**config.mk**
```make
export PLATFORM = sky130hd
export DESIGN_NAME = dms_sam_sequencer
export DESIGN_NICKNAME = d
export VERILOG_FILES = /design/src/rtl/dms_pkg.sv /design/src/rtl/dms_sym_encoder.sv /design/src/rtl/dms_sam_sequencer.sv
export SDC_FILE = /design/constraint.sdc
export NUM_CORES = 1
export LEC_CHECK = 0
export BUFFER_PORTS_ARGS = -buffer_cell sky130_fd_sc_hd__buf_2
export CORE_AREA = 3 3 102 104
export CTS_BUF_LIST = sky130_fd_sc_hd__clkbuf_8
export CTS_CLUSTER_DIAMETER = 80
export DETAILED_ROUTE_END_ITERATION = 7
export DIE_AREA = 0 0 105 107
export PLACE_DENSITY = 0.8
export SKIP_LAST_GASP = 1
export SYNTH_ARGS = -nofsm -noshare
export SYNTH_HDL_FRONTEND = slang
export SYNTH_HIERARCHICAL = 1
export SYNTH_SLANG_ARGS = --single-unit
```
**constraint.sdc**
```tcl
create_clock -name clk -period 8.2 [get_ports clk]
set_input_delay 0.82 -clock clk [delete_from_list [all_inputs] [get_ports clk]]
set_output_delay 0.82 -clock clk [all_outputs]
set_load 0.01 [all_outputs]
```
**src/rtl/dms_pkg.sv**
```systemverilog
// Shared types and constants for the SAM front-end sequencer: the FSM state
// encoding, key/exponent widths and the pulse-width ratios of a data symbol.
package dms_pkg;

  localparam int DMS_KEY_W = 32;
  localparam int DMS_N_W   = 4;
  localparam int DMS_MAX_N = 5;
  localparam int DMS_CNT_W = 6;

  // Zero-run share of a symbol: numerator over DMS_RATIO_DEN, per bit value.
  localparam int DMS_RATIO_DEN  = 4;
  localparam int DMS_RATIO_ONE  = 1;
  localparam int DMS_RATIO_ZERO = 3;

  typedef enum logic [2:0] {
    ST_IDLE,
    ST_LOAD_N,
    ST_LOAD_D,
    ST_LOAD_C,
    ST_LOAD_END,
    ST_DATA_IDLE,
    ST_SYM_LO,
    ST_SYM_HI
  } dms_state_t;

  // Last index of a 2^n-bit key field, computed in counter width.
  function automatic logic [DMS_CNT_W-1:0] dms_key_last(input logic [DMS_N_W-1:0] n);
    return (DMS_CNT_W'(1) << n) - DMS_CNT_W'(1);
  endfunction

  function automatic logic dms_is_load(input dms_state_t s);
    return (s == ST_LOAD_N) || (s == ST_LOAD_D) || (s == ST_LOAD_C) || (s == ST_LOAD_END);
  endfunction

  function automatic logic dms_is_data(input dms_state_t s);
    return (s == ST_DATA_IDLE) || (s == ST_SYM_LO) || (s == ST_SYM_HI);
  endfunction

endpackage

```
**src/rtl/dms_sym_encoder.sv**
```systemverilog
// Data-phase symbol timing: turns an accepted message bit into a zero run and
// a one run, and flags the last cycle of each symbol for back-to-back chaining.
module dms_sym_encoder
  import dms_pkg::*;
#(
  parameter int SYM_LEN = 16
) (
  input  logic       clk,
  input  logic       reset,
  input  dms_state_t i_state,
  input  logic       i_start,
  input  logic       i_bit,
  output dms_state_t o_state_nxt,
  output logic       o_str_nxt,
  output logic       o_done_nxt
);

  localparam logic [DMS_CNT_W-1:0] ZLAST_ONE  =
    DMS_CNT_W'(SYM_LEN * DMS_RATIO_ONE / DMS_RATIO_DEN - 1);
  localparam logic [DMS_CNT_W-1:0] ZLAST_ZERO =
    DMS_CNT_W'(SYM_LEN * DMS_RATIO_ZERO / DMS_RATIO_DEN - 1);
  localparam logic [DMS_CNT_W-1:0] SYM_LAST   = DMS_CNT_W'(SYM_LEN - 1);

  logic [DMS_CNT_W-1:0] r_cnt;
  logic [DMS_CNT_W-1:0] w_cnt_nxt;
  logic                 r_bit;
  logic                 w_bit_nxt;
  logic [DMS_CNT_W-1:0] w_zero_last;

  assign w_zero_last = r_bit ? ZLAST_ONE : ZLAST_ZERO;

  // r_cnt runs 0..SYM_LEN-1 across the whole symbol, both runs included.
  always_comb begin
    // NOTE: every output gets a default first so no path leaves it unassigned (no latch).
    o_state_nxt = i_state;
    w_cnt_nxt   = r_cnt;
    w_bit_nxt   = r_bit;
    case (i_state)
      ST_DATA_IDLE: begin
        if (i_start) begin
          o_state_nxt = ST_SYM_LO;
          w_cnt_nxt   = '0;
          w_bit_nxt   = i_bit;
        end
      end
      ST_SYM_LO: begin
        w_cnt_nxt = r_cnt + DMS_CNT_W'(1);
        if (r_cnt == w_zero_last) o_state_nxt = ST_SYM_HI;
      end
      ST_SYM_HI: begin
        if (r_cnt == SYM_LAST) begin
          if (i_start) begin
            o_state_nxt = ST_SYM_LO;
            w_cnt_nxt   = '0;
            w_bit_nxt   = i_bit;
          end else begin
            o_state_nxt = ST_DATA_IDLE;
          end
        end else begin
          w_cnt_nxt = r_cnt + DMS_CNT_W'(1);
        end
      end
      default: ;
    endcase
    o_str_nxt  = (o_state_nxt == ST_SYM_HI);
    o_done_nxt = o_str_nxt && (w_cnt_nxt == SYM_LAST);
  end

  always_ff @(posedge clk or negedge reset) begin
    if (!reset) begin
      r_cnt <= '0;
      r_bit <= 1'b0;
    end else begin
      // NOTE: sequential state uses non-blocking assignment so all registers update together.
      r_cnt <= w_cnt_nxt;
      r_bit <= w_bit_nxt;
    end
  end

endmodule

```
**src/rtl/dms_sam_sequencer.sv**
```systemverilog
// SAM receiver front end: serialises one key set with sam_mode high, then
// streams message bits as pulse-width symbols. All outputs are registered.
module dms_sam_sequencer
  import dms_pkg::*;
#(
  parameter int SYM_LEN = 16,
  parameter int MAX_N   = DMS_MAX_N
) (
  input  logic                 clk,
  input  logic                 reset,
  input  logic                 cfg_valid,
  output logic                 cfg_ready,
  input  logic [DMS_N_W-1:0]   cfg_n,
  input  logic [DMS_KEY_W-1:0] cfg_d,
  input  logic [DMS_KEY_W-1:0] cfg_caps,
  output logic                 cfg_err,
  input  logic                 tx_valid,
  output logic                 tx_ready,
  input  logic                 tx_bit,
  output logic                 sam_mode,
  output logic                 sam_str,
  output logic                 configured,
  output logic                 sym_done
);

  localparam logic [DMS_N_W-1:0] MAX_N_L = DMS_N_W'(MAX_N);

  dms_state_t           r_state, w_state_nxt, w_enc_state_nxt;
  logic [DMS_CNT_W-1:0] r_cnt, w_cnt_nxt;
  logic [DMS_N_W-1:0]   r_n, w_n_nxt;
  logic [DMS_KEY_W-1:0] r_d, w_d_nxt, r_caps, w_caps_nxt;
  logic                 r_cfg_err, w_err_nxt;
  logic                 r_cfg_ready, r_tx_ready, r_sam_mode, r_sam_str;
  logic                 r_configured, r_sym_done;
  logic                 w_str_nxt, w_enc_str_nxt, w_enc_done_nxt;
  logic                 w_cfg_hs, w_tx_hs;

  assign w_cfg_hs = cfg_valid && r_cfg_ready;
  assign w_tx_hs  = tx_valid && r_tx_ready;

  dms_sym_encoder #(.SYM_LEN(SYM_LEN)) u_enc (
    .clk        (clk),
    .reset      (reset),
    .i_state    (r_state),
    .i_start    (w_tx_hs),
    .i_bit      (tx_bit),
    .o_state_nxt(w_enc_state_nxt),
    .o_str_nxt  (w_enc_str_nxt),
    .o_done_nxt (w_enc_done_nxt)
  );

  // Load counters count down to 0 so the bit index is the counter itself.
  always_comb begin
    w_state_nxt = r_state;
    w_cnt_nxt   = r_cnt;
    w_n_nxt     = r_n;
    w_d_nxt     = r_d;
    w_caps_nxt  = r_caps;
    w_err_nxt   = r_cfg_err;
    case (r_state)
      ST_IDLE: begin
        if (w_cfg_hs) begin
          if (cfg_n > MAX_N_L) begin
            w_err_nxt = 1'b1;
          end else begin
            w_n_nxt     = cfg_n;
            w_d_nxt     = cfg_d;
            w_caps_nxt  = cfg_caps;
            w_cnt_nxt   = DMS_CNT_W'(DMS_N_W - 1);
            w_state_nxt = ST_LOAD_N;
          end
        end
      end
      ST_LOAD_N: begin
        if (r_cnt == '0) begin
          w_state_nxt = ST_LOAD_D;
          w_cnt_nxt   = dms_key_last(r_n);
        end else begin
          w_cnt_nxt = r_cnt - DMS_CNT_W'(1);
        end
      end
      ST_LOAD_D: begin
        if (r_cnt == '0) begin
          w_state_nxt = ST_LOAD_C;
          w_cnt_nxt   = dms_key_last(r_n);
        end else begin
          w_cnt_nxt = r_cnt - DMS_CNT_W'(1);
        end
      end
      ST_LOAD_C: begin
        if (r_cnt == '0) w_state_nxt = ST_LOAD_END;
        else             w_cnt_nxt   = r_cnt - DMS_CNT_W'(1);
      end
      ST_LOAD_END: w_state_nxt = ST_DATA_IDLE;
      default:     w_state_nxt = w_enc_state_nxt;
    endcase

    case (w_state_nxt)
      ST_LOAD_N: w_str_nxt = w_n_nxt[w_cnt_nxt[1:0]];
      ST_LOAD_D: w_str_nxt = w_d_nxt[w_cnt_nxt[4:0]];
      ST_LOAD_C: w_str_nxt = w_caps_nxt[w_cnt_nxt[4:0]];
      default:   w_str_nxt = w_enc_str_nxt;
    endcase
  end

  always_ff @(posedge clk or negedge reset) begin
    if (!reset) begin
      r_state      <= ST_IDLE;
      r_cnt        <= '0;
      r_n          <= '0;
      r_d          <= '0;
      r_caps       <= '0;
      r_cfg_err    <= 1'b0;
      r_cfg_ready  <= 1'b1;
      r_tx_ready   <= 1'b0;
      r_sam_mode   <= 1'b0;
      r_sam_str    <= 1'b0;
      r_configured <= 1'b0;
      r_sym_done   <= 1'b0;
    end else begin
      r_state      <= w_state_nxt;
      r_cnt        <= w_cnt_nxt;
      r_n          <= w_n_nxt;
      r_d          <= w_d_nxt;
      r_caps       <= w_caps_nxt;
      r_cfg_err    <= w_err_nxt;
      r_cfg_ready  <= (w_state_nxt == ST_IDLE);
      r_tx_ready   <= (w_state_nxt == ST_DATA_IDLE) || w_enc_done_nxt;
      r_sam_mode   <= dms_is_load(w_state_nxt);
      r_sam_str    <= w_str_nxt;
      r_configured <= dms_is_data(w_state_nxt);
      r_sym_done   <= w_enc_done_nxt;
    end
  end

  assign cfg_ready  = r_cfg_ready;
  assign cfg_err    = r_cfg_err;
  assign tx_ready   = r_tx_ready;
  assign sam_mode   = r_sam_mode;
  assign sam_str    = r_sam_str;
  assign configured = r_configured;
  assign sym_done   = r_sym_done;

endmodule

```
==> out/metrics.yaml, run 1 <==
place.gp.congestion: 0.8301
dieArea_um2: 11240
via_per_inst: 5.612
start_kind: "flop"
path_max_fanout: 72
drt-wirelength-per-cell_um: 16.98
cts_tree: "built"
rsz0062_at_grt: "no"
ys.flop_type: "dfrtp_1"
maxCapViolations: 0
timing.final.ws_setup_ps: 3480
synthXorXnorAreaFrac_pct: 0.7334
antenna_cells: 0
slowest_delay_ps: 920
switching_share_pct: 31.52
ctsRootBufferMaster: "clkbuf_8"
synthMuxAreaShare_pct: 21.95
areaGrowthSynthToFinish_pct: 13.62
synth.distinct_cells: 62
syn_area_per_cell_um2: 11.29
synth_warnings: 6
min_period_ps: 4720
postSynthCellCount: 423
place_area_um2: 5204
fp-row-count: 36
dp_hpwl_um: 7523
coreArea_um2: 9639
ir_drop_mv: 0.1006
synth.cell_area_um2: 4777
grt_pass1_vias: 3654
yosys.area_share.adder_pct: 0.7858
outcome: "completed"
clk_latency_ps: 360
grt.total_usage_pct: 19.34
synth_compound_gate_area_share_pct: 12.60
ys_seq_elements: 91
die_y_um: 107
finalHoldViolations: 0
post-route-period-util_pct: 57.57
grt_max_degree: 73
async_flop_share_pct: 100.0
clkPwrFrac_pct: 31.5
grt_pass1_wl_um: 17520
worst_ep_required_time_ps: 8440
worstPathCellList: "and3b_1 > nand3_4 > a32oi_1 > and2_1 > inv_2 > o21ai_0 > o32ai_1 > o2111a_1 > o211ai_1 > nand4_1"
final_area_um2: 5428
clock.fmax_mhz: 211.8
p_sw_mw: 0.3451
grt_antenna_before_repair: 0
holdBufCountCts: 0
cts_buffers: 9
crit_slowest_cell: "and2_1"
die_width_um: 105
drive_above_1_share_pct: 37.04
drtIter0Drc: 140
wl_um: 10650
ioPinCount: 80
p_per_area_nw_per_um2: 201.7
firstDrtPassIters: 4
worstSetupPathType: "flop to flop"
pre_cts_ws_ps: 3125
initial_core_util_pct: 49.56
power_frac_comb_pct: 21.5
drc: 0
htree_levels: 3
p_seq_share_pct: 47.0
power.leakage_nw: 2.792
clkTransAtPathRegs_ps: 100
path_buf_inv: 1
cts_setup_buffers: 0
final_nets: 565
hp-class: "primary input to asynchronous set/reset pin"
port_buffers: 79
grt_overflow_total: 0
end_kind: "flop"
seq_area_frac_synth_pct: 47.70
setup_viol: 0
finClkSkew_ps: 13.18
arrival_ps: 4960
synth_enable_flop_cells: 0
num_vias: 3519
synthSimpleGateAreaFrac_pct: 11.52
drv_slew: 0
clk_path_buf_depth: 2
worst_pin_slew_ps: 1122
intPower_mw: 0.7496
cp_top_family: "simple AND/OR/NAND/NOR gates"
synth_top_family_by_area: "multiplexers"
setup-tns-final_ps: 0
cts_resized: 0
synth_nets: 499
relSlewSlack_pct: 25.19
clock-sinks: 91
ant_nets: 0
==> layout by cell type, fill, tap and decap left out, types with 5 or more instances in the layout <==
master	count
nand2_1	25
clkbuf_8	9
a211oi_1	5
o21ai_0	21
mux2i_1	17
a21oi_1	12
nor3_1	8
inv_1	15
nand3_1	9
nor2_1	29
dfrtp_1	90
and2_1	7
buf_2	78
mux2_2	70
==> cells in the mapped netlist (3+ instances only) <==
library cell | number | area [um2]
a211oi_1 | 5 | 37.54
a21o_1 | 3 | 22.52
a21oi_1 | 12 | 60.06
a22o_1 | 3 | 26.28
a31oi_1 | 4 | 25.02
and2_1 | 7 | 43.79
and3_1 | 3 | 18.77
buf_2 | 11 | 55.05
clkbuf_1 | 7 | 26.28
dfrtp_1 | 90 | 2252
ha_1 | 3 | 37.54
inv_1 | 14 | 52.55
mux2_2 | 70 | 788.3
mux2i_1 | 17 | 170.2
mux4_2 | 4 | 90.09
nand2_1 | 25 | 93.84
nand2b_1 | 3 | 18.77
nand3_1 | 10 | 50.05
nor2_1 | 29 | 108.9
nor3_1 | 8 | 40.04
nor4_1 | 4 | 25.02
o211a_1 | 3 | 30.03
o211ai_1 | 3 | 22.52
o21a_1 | 3 | 22.52
o21ai_0 | 21 | 105.1
o21bai_1 | 4 | 30.03
o221a_2 | 3 | 33.78
o32ai_1 | 3 | 26.28
xor2_1 | 3 | 26.28
==> flip-flops by register name, indices dropped and copies added, names as in the netlist, 3 cells and up <==
name	count
r_n	4
r_cnt	6
r_caps	32
r_d	32
u_enc/r_cnt	6
r_state	3
==> worst paths after layout <==
check,startpoint,slack [ps],cells after the start,endpoint
worst min-delay path,reset,360,1,r_n[1]
worst max-delay path,r_state[2],3480,10,sam_str
max in group asynchronous,reset,6720,2,r_caps[27]
worst min register to register,r_caps[18],500,1,r_caps[18]
min in group clk,r_caps[18],500,1,r_caps[18]
worst max register to register,r_state[2],3480,10,sam_str
==> routing by layer <==
layer | vias up | global-route usage [%] | wire (um)
met4 | 0 | 4.405 | 112
li1 | 1677 | - | -
met5 | - | 0 | 0
met1 | 1730 | 25.28 | 4742
met3 | 11 | 4.455 | 530
met2 | 101 | 32.91 | 5259
==> through the flow <==
step           instances  util (%)  hold slack [ps]  power (mW)
2_1_floorplan        423         -            452.0      0.6956
3_3_place_gp         611     53.98            478.0      0.7493
3_5_place_dp         611     53.98            482.4      0.7559
4_1_cts              627     56.31            375.7       1.100
5_1_grt              627     56.31            374.8       1.152
6_report             627     56.31            364.2       1.095
==> power by group through the flow <==
stage	Combinational, mW	Sequential [mW]	Clock, mW
after floorplan	0.197	0.499	0
after global placement	0.230	0.520	0
after detailed placement	0.234	0.522	0
after CTS	0.236	0.513	0.351
after global routing	0.263	0.517	0.371
final	0.236	0.514	0.345
==> final cells by class <==
type / instances / area (um2)
fillers: 868 / 4212
multi-input cells: 290 / 2286
repair buffers: 81 / 412.9
inverters: 16 / 60.06
flip-flops and latches: 91 / 2278
clock buffers: 9 / 123.9
well taps: 133 / 166.4
clock inverters: 7 / 100.1
==> cells by family (layout without fill, tap and decap cells) <==
group / Yosys count / count (layout)
AO/OA/AOI/OAI: 84 / 84
multiplexers: 91 / 91
flip-flops: 91 / 91
buffers and inverters: 42 / 113
AND/OR/NAND/NOR: 108 / 108
adder cells (fa/ha/maj): 3 / 3
XOR/XNOR: 4 / 4
No activity file was read; power rests on OpenSTA's default activity.
==> run 2, diff against run 1 <==
Settings changed: PLACE_DENSITY 0.8 to 0.83.
Clock period 8.2 ns to 3.8 ns, I/O delays scaled along.
==> run 2 against run 1 <==
Against the previous run: first-iteration DRC count grew 34%; design area is 0.30% higher; wire length is 2.1% higher; maximum frequency up 35%; combinational power rose by 120%; critical path type unchanged; critical endpoint unchanged; highest routed layer unchanged.
==> out/metrics.yaml, run 2 (synthesis results as in run 1) <==
outcome: "completed"
relSlewSlack_pct: 25.09  # -0.10 points
maxCapViolations: 0  # unchanged
start_kind: "flop"
setup-tns-final_ps: 0  # unchanged
clk_latency_ps: 370  # about the same
min_period_ps: 3500  # -1221 ps
via_per_inst: 5.689  # +1.4%
final_common_cell: "dfrtp_1"
rr_startpoint: "r_n[3]"
critical_path.startpoint: "r_n[3]"
power.leakage_nw: 2.809  # +0.58%
die_y_um: 107  # unchanged
dp_hpwl_um: 8019  # +6.6%
grt_pass1_wl_um: 18200  # +3.9%
p_seq_share_pct: 48.6  # +1.6 points
grt_pass1_vias: 3614  # -1.1%
reg2reg_depth: 10  # unchanged
ioPinCount: 80  # unchanged
final_nets: 571  # +1.1%
drive_above_1_share_pct: 37.80  # +0.76 points
drc: 0  # unchanged
path_max_fanout: 12  # -83%
areaGrowthSynthToFinish_pct: 13.96
drtIter0Drc: 187  # +34%
r2r-end: "sam_str"
ant_nets: 0  # unchanged
post-route-period-util_pct: 92.10  # +35 points
ctsRootBufferMaster: "clkbuf_8"
end_kind: "flop"
die_width_um: 105  # unchanged
r2r_slack_ps: 300  # -3180 ps
fillers: 840  # -3.2%
power_frac_comb_pct: 23.4  # +1.9 points
wl_um: 10870  # +2.1%
antenna_cells: 0  # unchanged
ir_drop_mv: 0.2250  # +120%
clock-sinks: 91  # unchanged
holdBufCountCts: 0  # unchanged
clk_path_buf_depth: 2  # unchanged
port_buffers: 79  # unchanged
grt.total_usage_pct: 20.24  # +0.90 points
final_cell_count_no_fill: 633  # +0.96%
switching_share_pct: 33.61  # +2.1 points
intPower_mw: 1.498  # +100%
fp-row-count: 36  # unchanged
rsz0062_at_grt: "no"
reg_top3: "r_caps: 32 flops, r_d: 32 flops"
clkPwrFrac_pct: 28.0  # -3.5 points
grt_antenna_before_repair: 0  # unchanged
htree_levels: 3  # unchanged
setup_viol: 0  # unchanged
clock.fmax_mhz: 285.7  # +35%
firstDrtPassIters: 5  # +1
cts_setup_buffers: 0  # unchanged
arrival_ps: 3740  # -1220 ps
finalHoldViolations: 0  # unchanged
grt_max_degree: 92  # +26%
cts_resized: 0  # unchanged
dieArea_um2: 11240  # unchanged
cts_tree: "built"
hp-class: "primary input to asynchronous set/reset pin"
layout_common_cells: "90 x dfrtp_1, 78 x buf_2, 70 x mux2_2, 29 x nor2_1, 25 x nand2_1"
drv_slew: 0  # unchanged
p_per_area_nw_per_um2: 414.5  # +110%
finClkSkew_ps: 15.97  # +2.790 ps
initial_core_util_pct: 49.56  # unchanged
coreArea_um2: 9639  # unchanged
place.gp.congestion: 0.9397  # +13%
dp_cells: 617  # +0.98%
grt_overflow_total: 0  # unchanged
worstSetupPathType: "flop to flop"
p_sw_mw: 0.7584  # +120%
utilization_pct: 56.48  # +0.17 points
worst_pin_slew_ps: 1124  # +1.501 ps
worst_ep_required_time_ps: 4040  # -4400 ps
clkTransAtPathRegs_ps: 100  # about the same
cts_buffers: 9  # unchanged
drt-wirelength-per-cell_um: 17.18  # +1.2%
num_vias: 3601  # +2.3%
## run 2: cell count changes in the layout (fill, tap and decap cells not counted), sizes merged
cell,change
inv,+3
clkinvlp,-1
buf,+6
bufinv,-2
## run 2: metal layers
metal / global-route usage [%] / routed length, um
met5: 0 / 0
met4: 5.436 / 153
met3: 4.636 / 605
met2: 33.73 / 5474
met1: 26.73 / 4640
## run 2: worst max-delay path: stages (launching register included)
cell and delay, ps:
dfrtp_1 470, or4_1 550, ha_1 300, nor2_1 50, a21oi_1 160, o32a_1 670
mux4_2 600, mux2i_1 210, o32ai_1 110, o211ai_1 170, nand4_1 100
## run 2: area by class of cell
class / instances / area [um2] / share of cell area [%]
multi-input combinational: 290 / 2286 / 41.99
sequential: 91 / 2278 / 41.85
timing repair buffer: 87 / 470.5 / 8.642
tap: 133 / 166.4 / 3.057
clock buffer: 9 / 123.9 / 2.275
inverter: 16 / 60.06 / 1.103
clock inverter: 7 / 58.81 / 1.080
## run 2: per-stage QoR
step	setup slack [ps]	power, mW	hold slack, ps	cell area (um2)
6_report	300.2	2.256	204.6	5444
3_5_place_dp	348.4	1.632	457.7	5261
4_1_cts	324.5	2.258	229.7	5444
2_1_floorplan	796.6	1.501	84.41	4777
5_1_grt	51.04	2.373	236.2	5444
3_3_place_gp	419.6	1.614	475.1	5261
## run 2: how the worst max path moves through the flow
stage              end  slack, ps  cells past startpoint
6_report       sam_str        300                     10
5_1_grt        sam_str         50                     13
4_1_cts        sam_str        320                     10
3_5_place_dp   sam_str        350                     10
3_3_place_gp   sam_str        420                     10
2_1_floorplan  sam_str        800                     11
## run 2: power groups by stage
| stage | clock [mW] | sequential (mW) | combinational (mW) |
|---|---|---|---|
| finish | 0.632 | 1.10 | 0.528 |
| global route | 0.681 | 1.10 | 0.588 |
| CTS | 0.643 | 1.09 | 0.523 |
| detailed placement | 0 | 1.11 | 0.520 |
| global placement | 0 | 1.11 | 0.505 |
| floorplan | 0 | 1.08 | 0.424 |
==> run 3, diff against run 2 <==
Settings changed: CORE_AREA 3 3 102 104 to 3 3 131 82, DIE_AREA 0 0 105 107 to 0 0 134 85.
==> run 3 against run 2 <==
Against the previous run: sequential cell count is the same; clock-buffer cell count increased by 2; power rose by 1.4%; maximum frequency hardly changed; cell count rose by 0.47%; first-iteration DRC count up 120%; largest power group unchanged; utilization down 0.19 points; global-route usage about the same; sequential power about the same; non-clock buffer count is 1 higher.
==> out/metrics.yaml, run 3 (synthesis results as in run 1) <==
outcome: "completed"
reg_top3: "r_caps: 32 flops, r_d: 32 flops"
die_y_um: 85  # -21%
post-route-period-util_pct: 92.16  # about the same
drv_slew: 0  # unchanged
power_frac_comb_pct: 22.8  # -0.6 points
place.gp.congestion: 1.017  # +8.2%
power.leakage_nw: 2.819  # +0.36%
clkPwrFrac_pct: 29.0  # +1.0 points
ioPinCount: 80  # unchanged
drtIter0Drc: 405  # +120%
fillers: 813  # -3.2%
holdBufCountCts: 0  # unchanged
ir_drop_mv: 0.2036  # -9.5%
finClkSkew_ps: 15.20  # -0.7703 ps
path_max_fanout: 19  # +7
antenna_cells: 0  # unchanged
clock-sinks: 91  # unchanged
fp-row-count: 28  # -22%
min_period_ps: 3502  # +2.130 ps
whs_ps: 140.8  # -63.81 ps
grt_pass1_vias: 3526  # -2.4%
layout_common_cells: "90 x dfrtp_1, 78 x buf_2, 70 x mux2_2, 29 x nor2_1, 25 x nand2_1"
end_kind: "flop"
final_common_cell: "dfrtp_1"
worstPathCellList: "nor4_1 > inv_1 > ha_1 > nor2_1 > a21oi_1 > o32a_1 > buf_4 > inv_2 > o21ai_0 > o221a_2 > o32ai_1 > o211ai_1 > nand4_1"
intPower_mw: 1.579  # +5.4%
final_area_um2: 5463  # +0.34%
clkTransAtPathRegs_ps: 90  # about the same
clk_path_buf_depth: 2  # unchanged
r2r_slack_ps: 300  # about the same
dp_hpwl_um: 8320  # +3.8%
crit_slowest_cell: "o32a_1"
reg2reg_depth: 13  # +3
multi_input_area_um2: 2286  # unchanged
clk_latency_ps: 370  # about the same
setup-tns-final_ps: 0  # unchanged
slowest_delay_ps: 550  # -120 ps
cts_buffers: 9  # unchanged
dieArea_um2: 11390  # +1.4%
switching_share_pct: 31.00  # -2.6 points
cts_resized: 0  # unchanged
coreArea_um2: 9704  # +0.68%
grt_overflow_total: 0  # unchanged
ant_nets: 0  # unchanged
rsz0062_at_grt: "no"
setup_viol: 0  # unchanged
place_area_um2: 5259  # about the same
p_sw_mw: 0.7096  # -6.4%
arrival_ps: 3800  # +60 ps
clock.fmax_mhz: 285.6  # about the same
areaGrowthSynthToFinish_pct: 14.35
num_vias: 3637  # +1.0%
worstSetupPathType: "flop to flop"
hp-class: "primary input to asynchronous set/reset pin"
initial_core_util_pct: 49.23  # -0.33 points
firstDrtPassIters: 5  # unchanged
relSlewSlack_pct: 41.20  # +16 points
drc: 0  # unchanged
seq_area_um2: 2278  # unchanged
p_per_area_nw_per_um2: 419.0  # +1.1%
maxCapViolations: 0  # unchanged
via_per_inst: 5.719  # +0.52%
grt_pass1_wl_um: 18110  # -0.46%
worst_ep_required_time_ps: 4100  # +60 ps
ctsRootBufferMaster: "clkbuf_8"
die_width_um: 134  # +28%
rr_startpoint: "r_n[3]"
grt_antenna_before_repair: 0  # unchanged
cts_setup_buffers: 0  # unchanged
p_seq_share_pct: 48.3  # -0.3 points
grt_max_degree: 72  # -22%
r2r-end: "sam_str"
start_kind: "flop"
drive_above_1_share_pct: 37.92  # +0.12 points
cts_tree: "built"
final_nets: 572  # +0.18%
grt.total_usage_pct: 20.22  # about the same
htree_levels: 3  # unchanged
wl_um: 11250  # +3.5%
port_buffers: 79  # unchanged
worst_pin_slew_ps: 881.9  # -241.8 ps
drt-wirelength-per-cell_um: 17.69  # +3.0%
finalHoldViolations: 0  # unchanged
run 3: layout make-up:
type,count,area share [%]
timing repair buffer,88,8.520
clock inverter,5,0.9620
clock buffer,11,2.771
multi-input combinational,290,41.85
inverter,16,1.099
sequential,91,41.71
tap,135,3.092
run 3: metrics by stage:
| step | instances | utilization (%) | worst slack, ps | total power [mW] |
|---|---|---|---|---|
| 3_3_place_gp | 620 | 54.19 | 510.9 | 1.608 |
| 3_5_place_dp | 620 | 54.19 | 371.4 | 1.633 |
| 6_report | 636 | 56.29 | 298.0 | 2.289 |
| 4_1_cts | 636 | 56.29 | 333.4 | 2.304 |
| 5_1_grt | 636 | 56.29 | 30.82 | 2.424 |
| 2_1_floorplan | 423 | - | 796.6 | 1.501 |
run 3: worst max path at each step:
stage,slack [ps],end,start
6_report,300,sam_str,r_n[3]
3_5_place_dp,370,sam_str,r_n[0]
4_1_cts,330,sam_str,r_n[0]
2_1_floorplan,800,sam_str,r_n[3]
3_3_place_gp,510,sam_str,r_n[3]
5_1_grt,30,sam_str,r_n[3]
run 3: power groups by stage:
| stage | sequential, mW | clock (mW) | combinational, mW |
|---|---|---|---|
| after floorplan | 1.08 | 0 | 0.424 |
| after global placement | 1.11 | 0 | 0.495 |
| after detailed placement | 1.12 | 0 | 0.513 |
| after CTS | 1.10 | 0.688 | 0.515 |
| after global routing | 1.11 | 0.737 | 0.575 |
| final | 1.10 | 0.663 | 0.521 |
run 3: critical path: cells and delay by family, from the launching register on:
kind | cells | cell delay, ps
compound gates | 6 | 1390
fa+ha+maj | 1 | 290
buf+inv | 3 | 560
flops | 1 | 460
simple gates | 3 | 720
run 3: layer usage:
| layer | part of all wire [%] | wire length (um) | global-route usage, % |
|---|---|---|---|
| met1 | 47 | 5280 | 30.83 |
| met2 | 43 | 4867 | 28.03 |
| met3 | 8.9 | 1005 | 6.161 |
| met4 | 0.89 | 100 | 5.135 |
| met5 | 0 | 0 | 0 |
